File: src/rtl/cdi_bus_ctrl.sv
// CD-i external bus controller: decodes scc68070 bus cycles onto RAM / ROM / slave-I/O target ports.
// Optional hung-access timeout is compiled in when CDI_BUS_TIMEOUT_EN is defined.
module cdi_bus_ctrl #(
    parameter int ROM_WAIT = 2,
    parameter int IO_WAIT  = 4
`ifdef CDI_BUS_TIMEOUT_EN
    ,
    parameter int TIMEOUT  = 1023
`endif
) (
    input  logic        clk,
    input  logic        reset,
    input  logic        as,
    input  logic        lds,
    input  logic        uds,
    input  logic        write_strobe,
    input  logic [23:1] addr,
    input  logic [15:0] cpu_wdata,
    output logic [15:0] cpu_rdata,
    output logic        bus_ack,
    output logic        bus_err,
    output logic        mem_req,
    output logic [1:0]  mem_sel,
    output logic        mem_we,
    output logic [1:0]  mem_be,
    output logic [23:1] mem_addr,
    output logic [15:0] mem_wdata,
    input  logic [15:0] mem_rdata,
    input  logic        mem_ack
);

    localparam logic [2:0] ST_IDLE        = 3'd0;
    localparam logic [2:0] ST_WAIT_ACK    = 3'd1;
    localparam logic [2:0] ST_WAIT_STATES = 3'd2;
    localparam logic [2:0] ST_DONE        = 3'd3;
    localparam logic [2:0] ST_ERR         = 3'd4;
    localparam logic [2:0] ST_RECOVER     = 3'd5;

    // Region table indexed by mem_sel: 0 = RAM, 1 = ROM, 2 = slave-I/O (byte-address match).
    localparam int NUM_REGIONS = 3;
    localparam logic [NUM_REGIONS-1:0][23:0] REGION_MASK = {24'hF00000, 24'hF80000, 24'hF00000};
    localparam logic [NUM_REGIONS-1:0][23:0] REGION_BASE = {24'h300000, 24'h180000, 24'h000000};
    localparam logic [NUM_REGIONS-1:0][3:0]  REGION_WAIT = {4'(IO_WAIT), 4'(ROM_WAIT), 4'd0};

`ifdef CDI_BUS_TIMEOUT_EN
    localparam logic [10:0] TIMEOUT_LAST = 11'(TIMEOUT - 1);
`endif

    logic [2:0]  state_reg,     state_next;
    logic        mem_req_reg,   mem_req_next;
    logic [1:0]  mem_sel_reg,   mem_sel_next;
    logic        mem_we_reg,    mem_we_next;
    logic [1:0]  mem_be_reg,    mem_be_next;
    logic [23:1] mem_addr_reg,  mem_addr_next;
    logic [15:0] mem_wdata_reg, mem_wdata_next;
    logic [15:0] cpu_rdata_reg, cpu_rdata_next;
    logic        bus_ack_reg,   bus_ack_next;
    logic        bus_err_reg,   bus_err_next;
    logic [3:0]  wait_cnt_reg,  wait_cnt_next;
`ifdef CDI_BUS_TIMEOUT_EN
    logic [10:0] to_cnt_reg,    to_cnt_next;
`endif

    logic [23:0]            byte_addr;
    logic [NUM_REGIONS-1:0] region_hit;
    logic [1:0]             hit_sel;
    logic                   addr_mapped;
    logic [3:0]             sel_wait;
    logic                   cycle_start;

    assign byte_addr   = {addr, 1'b0};
    assign cycle_start = as && (lds || uds);
    assign addr_mapped = |region_hit;

    genvar gi;
    generate
        for (gi = 0; gi < NUM_REGIONS; gi++) begin : g_region
            assign region_hit[gi] = ((byte_addr & REGION_MASK[gi]) == REGION_BASE[gi]);
        end
    endgenerate

    always_comb begin
        hit_sel = 2'd0;
        for (int i = 0; i < NUM_REGIONS; i++) begin
            if (region_hit[i]) begin
                hit_sel = 2'(i);
            end
        end
    end

    // Wait count follows the latched target, not the live address bus.
    always_comb begin
        sel_wait = REGION_WAIT[0];
        for (int i = 0; i < NUM_REGIONS; i++) begin
            if (mem_sel_reg == 2'(i)) begin
                sel_wait = REGION_WAIT[i];
            end
        end
    end

    always_comb begin
        state_next     = state_reg;
        mem_req_next   = mem_req_reg;
        mem_sel_next   = mem_sel_reg;
        mem_we_next    = mem_we_reg;
        mem_be_next    = mem_be_reg;
        mem_addr_next  = mem_addr_reg;
        mem_wdata_next = mem_wdata_reg;
        cpu_rdata_next = cpu_rdata_reg;
        bus_ack_next   = 1'b0;
        bus_err_next   = 1'b0;
        wait_cnt_next  = wait_cnt_reg;
`ifdef CDI_BUS_TIMEOUT_EN
        to_cnt_next    = to_cnt_reg;
`endif

        case (state_reg)
            ST_IDLE: begin
                if (cycle_start) begin
                    if (addr_mapped) begin
                        mem_sel_next   = hit_sel;
                        mem_we_next    = write_strobe;
                        mem_be_next    = {uds, lds};
                        mem_addr_next  = addr;
                        mem_wdata_next = cpu_wdata;
                        mem_req_next   = 1'b1;
                        state_next     = ST_WAIT_ACK;
`ifdef CDI_BUS_TIMEOUT_EN
                        to_cnt_next    = 11'd0;
`endif
                    end else begin
                        state_next = ST_ERR;
                    end
                end
            end

            ST_WAIT_ACK: begin
                if (mem_ack) begin
                    if (!mem_we_reg) begin
                        cpu_rdata_next = mem_rdata;
                    end
                    mem_req_next  = 1'b0;
                    wait_cnt_next = sel_wait;
                    if (sel_wait == 4'd0) begin
                        state_next   = ST_DONE;
                        bus_ack_next = 1'b1;
                    end else begin
                        state_next = ST_WAIT_STATES;
                    end
                end
`ifdef CDI_BUS_TIMEOUT_EN
                // An ack in the final counted cycle takes priority over the timeout.
                else if (to_cnt_reg == TIMEOUT_LAST) begin
                    mem_req_next = 1'b0;
                    state_next   = ST_ERR;
                end else begin
                    to_cnt_next = to_cnt_reg + 11'd1;
                end
`endif
            end

            ST_WAIT_STATES: begin
                // Leaving as the count steps down to 1 puts bus_ack ROM_WAIT/IO_WAIT cycles after the ack.
                wait_cnt_next = wait_cnt_reg - 4'd1;
                if (wait_cnt_reg <= 4'd2) begin
                    state_next   = ST_DONE;
                    bus_ack_next = 1'b1;
                end
            end

            ST_DONE: begin
                state_next = ST_RECOVER;
            end

            ST_ERR: begin
                bus_err_next = 1'b1;
                state_next   = ST_RECOVER;
            end

            ST_RECOVER: begin
                state_next = ST_IDLE;
            end

            default: begin
                state_next = ST_IDLE;
            end
        endcase
    end

    always_ff @(posedge clk) begin
        if (reset) begin
            state_reg     <= ST_IDLE;
            mem_req_reg   <= 1'b0;
            mem_sel_reg   <= 2'd0;
            mem_we_reg    <= 1'b0;
            mem_be_reg    <= 2'd0;
            mem_addr_reg  <= '0;
            mem_wdata_reg <= 16'd0;
            cpu_rdata_reg <= 16'd0;
            bus_ack_reg   <= 1'b0;
            bus_err_reg   <= 1'b0;
            wait_cnt_reg  <= 4'd0;
`ifdef CDI_BUS_TIMEOUT_EN
            to_cnt_reg    <= 11'd0;
`endif
        end else begin
            state_reg     <= state_next;
            mem_req_reg   <= mem_req_next;
            mem_sel_reg   <= mem_sel_next;
            mem_we_reg    <= mem_we_next;
            mem_be_reg    <= mem_be_next;
            mem_addr_reg  <= mem_addr_next;
            mem_wdata_reg <= mem_wdata_next;
            cpu_rdata_reg <= cpu_rdata_next;
            bus_ack_reg   <= bus_ack_next;
            bus_err_reg   <= bus_err_next;
            wait_cnt_reg  <= wait_cnt_next;
`ifdef CDI_BUS_TIMEOUT_EN
            to_cnt_reg    <= to_cnt_next;
`endif
        end
    end

    assign cpu_rdata = cpu_rdata_reg;
    assign bus_ack   = bus_ack_reg;
    assign bus_err   = bus_err_reg;
    assign mem_req   = mem_req_reg;
    assign mem_sel   = mem_sel_reg;
    assign mem_we    = mem_we_reg;
    assign mem_be    = mem_be_reg;
    assign mem_addr  = mem_addr_reg;
    assign mem_wdata = mem_wdata_reg;

endmodule

File: config.mk
export PLATFORM = sky130hd
export DESIGN_NAME = cdi_bus_ctrl
export DESIGN_NICKNAME = d
export VERILOG_FILES = /design/src/rtl/cdi_bus_ctrl.sv
export SDC_FILE = /design/constraint.sdc
export NUM_CORES = 1
export LEC_CHECK = 0
export CAP_MARGIN = 5
export CORE_UTILIZATION = 62
export DETAILED_ROUTE_END_ITERATION = 10
export DONT_BUFFER_PORTS = 1
export GPL_ROUTABILITY_DRIVEN = 1
export GPL_TIMING_DRIVEN = 0
export HOLD_SLACK_MARGIN = 0.12
export PLACE_DENSITY = 0.75
export SETUP_SLACK_MARGIN = 0.3
export SLEW_MARGIN = 20
export SYNTH_ARGS = -nofsm -noshare
export SYNTH_HDL_FRONTEND = slang
export SYNTH_SLANG_ARGS = --single-unit
File: constraint.sdc
create_clock -name clk -period 2.1 [get_ports clk]
set_input_delay 0.525 -clock clk [delete_from_list [all_inputs] [get_ports clk]]
set_output_delay 0.525 -clock clk [all_outputs]
set_load 0.01 [all_outputs]
* Word level (Yosys, flattened, before mapping) *
Index checks and enable logic that the tools add are counted.
Widths: inputs -> output; s select.

storage, ports and cells
  bits in registers = 70
  input bits = 62
  logic and storage cells = 61

cells by class
  $add $sub $neg = 1
  magnitude comparators = 1
  equality and inequality tests = 12
  muxes and demuxes = 21
  bitwise gates (word level) = 1
  reductions and logical operators = 14

operators by type and width
  cell                 count
  $logic_not 24->1     1
  $mux 3               5
  $pmux 3 s4           1
  $mux 1               9
  $reduce_and 3->1     3
  $ne 2x2->1 const B   4
  $pmux 4 s2           1
  $eq 3x2->1 const B   2
  $eq 5x2->1 const B   1
  $eq 4x2->1 const B   1
  $le 4x2->1 const B   1
  $logic_not 4->1      1
  $mux 2               2
  $mux 4               1
  $pmux 1 s2           2
  $reduce_and 4->1     1
  $reduce_bool 2->1    2
  $sub 4x1->4 const B  1
  $eq 3x1->1 const B   1
  $eq 3x3->1 const B   1
  $logic_not 3->1      1
  $reduce_or 3->1      1
  $eq 2x1->1 const B   1
  $eq 2x2->1 const B   1
  other kinds (5)      5

* Depth between registers and ports, before layout *
  depth after elaboration = 7
  depth in mapped cells = 8
  mapped depth without buffers = 6

* Worst setup path before layout *
Ideal clock, no wire load.

  kind = input port to flip-flop
  start = in addr[23] (netlist name)
  end = reg mem_wdata_reg[0], in the netlist mem_wdata[0]
  arrival = 1.592 ns
  required time = 1.968 ns
  slack = 0.375 ns
  cell stages on the path = 5
  buffers on the path = 1
  path through = or2_1 > or3_4 > clkbuf_2 > o21ai_1 > a21oi_1

between the ends
  cells in the longest elaborated chain, start to end = 3
  elaborated cells between the ends (all ways) = 5

ends and longest elaborated chain
  what                                      RTL line  text
  start: declaration                        17        input logic [23:1] addr,
  $logic_not 24->1 (tied with other cells)  78        assign region_hit[gi] = ((byte_addr & REGION_MASK[gi]) == REGION_BASE[gi]);
  $reduce_or 3->1 *                         73        assign addr_mapped = |region_hit;
  $reduce_and 3->1 (no source line) *       -
  end signal: assignment                    213       mem_wdata_reg <= mem_wdata_next;
  end: declaration                          55        logic [15:0] mem_wdata_reg, mem_wdata_next;

Every way passes the cells marked *; elsewhere a longest branch is shown, timed or not.
A chain may end at the register's enable or synchronous reset.

* Worst setup path after layout *
  start = reg state_reg[0]
  end = reg mem_wdata_reg[7], in the netlist mem_wdata[7]

between the ends
  cells in the longest elaborated chain, start to end = 2

ends and longest elaborated chain
  what                               RTL line  text
  start: declaration                 49        logic [2:0] state_reg, state_next;
  start signal: assignment           207       state_reg <= state_next;
  $logic_not 3->1                    117       case (state_reg)
  $reduce_and 3->1 (no source line)  -

No other way between the ends.

==> impl_metrics.yaml <==
clocking:
  hold_buffers: 0
  cts_root_buf: "clkbuf_8"
  htree_levels: 3
  clock_sinks: 70
  clk_latency_ns: 0.35
  path_clk_slew_ns: 0.08
  cts-buffers-inserted: 9
  clockBufferDepth: 2
  cts_tree: "built"
power:
  irDropWorstVdd_uv: 770
  power.share.clock_pct: 37.9
  finalPower_mw: 3.27
  p_sw_uw: 931
  power.internal_mw: 2.34
  p_leak_nw: 1.08
  seqPwrFrac_pct: 45.2
  power_density_nw_per_um2: 1030
  comb_power_share_pct: 16.9
  swShare_pct: 28.4
timing:
  tightest_slew_ns: 0.720
  timing.fmax_mhz: 587
  tns_ns: 0
  period_minus_slack_ns: 1.70
  drv_slew: 0
  grt_setup_unrepaired: "yes"
  holdWs_ns: 0.302
  finalClockSkew_ns: 0.00505
  relSlewSlack_pct: 51.5
  setup_viol: 0
  post-route-period-util_pct: 81.1
  hold_violations: 0
hold_path:
  hold_end: "cpu_rdata[1]"
  hold_path.class: "input port to flop"
  hold_path_depth: 2
  worstHoldStart: "mem_rdata[1]"
flow_run:
  cap_violations: 0
layout:
  diodes: 0
  largest_reg_flops: 23
  area_growth_pct: 11.4
  fin_area_um2: 3180
  drive_gt1_share_pct: 13.6
  nets: 415
floorplan:
  start_util_pct: 65.1
  row_count: 24
  core_um2: 4380
  dieArea_um2: 4880
  fp.dieH_um: 69.9
  die_w_um: 69.9
  ios: 125
yosys:
  seq_area_frac_synth_pct: 49.1
  syn_area_um2: 2860
  yosysWarnings: 0
  ys_seq_elements: 70
  synth_nets: 404
  ys_types: 36
  syn_inst: 338
  avgSynthCellArea_um2: 8.45
global_routing:
  grt_usage_pct: 28.5
  grt_pass1_vias: 2264
  grt_start_max_net_pins: 13
  grt_first_pass_wirelength_um: 10900
  overflow: 0
  antenna_found_initial: 0
detailed_routing:
  drc_errors: 0
  num_vias: 2432
  avgRoutedWirePerCell_um: 16.5
  drt_iter0_markers: 165
  viasPerCell: 5.99
  ant_nets: 0
  wl_um: 6710
  first_pass_iters: 4
setup_path:
  cp.required_ns: 2.32
  crit_path_start_kind: "flop"
  crit_path_max_fanout: 10
  r2r_start: "state_reg[0]"
  worstSetupEndpointType: "flop"
  critPathKind: "flop to flop"
  r2r_end: "mem_wdata[7]"
  reg2reg_depth: 7
  arrival_ns: 1.92
  ff2ff_setup_slack_ns: 0.40
outcome:
  status: "finished clean"
placed_design:
  io_buffers: 0
  placed_area_um2: 2920
  gp_congestion: 0.832
  place.detailed.hpwl_um: 4700
critical path, stage by stage (launching register included):
cell     delay (ns)
dfxtp_1        0.31
buf_6          0.13
or2_1          0.25
buf_6          0.14
or3_4          0.37
buf_6          0.17
o21ai_1        0.12
a21oi_1        0.08
synthesized netlist by cell type, drive strengths merged:
master	count	share of area (%)
nand3	42	7.4
nand4bb	1	0.39
or3	2	0.79
a21oi	61	11
or2	2	0.44
nand2b	2	0.44
nor4	2	0.44
nand2	37	4.9
a22oi	1	0.26
buf	14	3.8
ha	4	1.8
dfxtp	70	49
a2bb2oi	1	0.31
nor3b	5	1.5
o21ai	41	7.3
nor4bb	1	0.35
nor3	4	1.3
nor2b	1	0.22
inv	7	0.92
o311ai	1	0.31
o31ai	2	0.53
nand4b	1	0.31
o21a	2	0.53
a211oi	3	0.79
nor2	10	1.9
a2111oi	2	0.61
clkbuf	17	2.4
nand3b	2	0.53
repair_timing:
item	in CTS	in global routing
buffers inserted	0	0
resized for setup	1	13
setup endpoints to repair	7	21
through the flow:
step	utilization (%)	worst slack (ns)	std cells
floorplan	-	0.375	338
global placement	66.6	0.111	390
detailed placement	66.6	0.0746	390
CTS	71.9	0.367	406
global route	72.5	0.293	406
finish	72.5	0.396	406
how the worst max path moves through the flow:
stage,from,endpoint,slack (ns),cells past startpoint
finish,state_reg[0],mem_wdata[7],0.40,7
global route,state_reg[0],mem_addr[11],0.29,7
CTS,state_reg[2],cpu_rdata[8],0.37,6
detailed placement,addr[23],mem_addr[16],0.07,5
global placement,addr[23],mem_sel[0],0.11,5
floorplan,addr[23],mem_wdata[0],0.38,5
layer usage:
metal / track usage (%) / vias up / part of all wire, %
met5: 0 / - / 0
met4: 16.4 / 0 / 2.7
met3: 8.37 / 18 / 9.2
met2: 42.6 / 110 / 48
met1: 36.6 / 1099 / 40
li1: - / 1205 / -
power by group through the flow:
stage | Clock [mW] | Combinational [mW] | Sequential [mW]
2_1_floorplan | 0 | 0.433 | 1.50
3_3_place_gp | 0 | 0.527 | 1.51
3_5_place_dp | 0 | 0.536 | 1.51
4_1_cts | 1.25 | 0.541 | 1.48
5_1_grt | 1.31 | 0.617 | 1.49
6_report | 1.24 | 0.554 | 1.48
area by class of cell:
cell class	instances	area [µm²]
Multi-Input combinational cell	230	1270
Buffer	31	185
Fill cell	355	1200
Inverter	7	26.3
Clock buffer	11	151
Sequential cell	70	1400
Tap cell	52	65.1
Clock inverter	5	81.3
cell families (layout without fill, tap and decap cells):
logic type                 after synthesis  count (layout)  share of synthesized area [%]
DFF                                     70              70                           49.1
buffers and inverters                   38              54                           7.06
AOI/OAI and AO/OA                      114             114                           21.3
and+or+nand+nor                        112             112                           20.8
adders and majority gates                4               4                           1.75
placed cells by master, fill, tap and decap left out, drive strengths merged, types with 3 or more instances in the layout:
master / synthesis / layout
buf: 14 / 14
nor2: 10 / 10
nor3: 4 / 4
nand3: 42 / 42
a211oi: 3 / 3
nand2: 37 / 37
dfxtp: 70 / 70
a21oi: 61 / 61
nor3b: 5 / 5
ha: 4 / 4
inv: 7 / 7
clkbuf: 17 / 28
o21ai: 41 / 41
No activity file was read; power rests on OpenSTA's default activity.
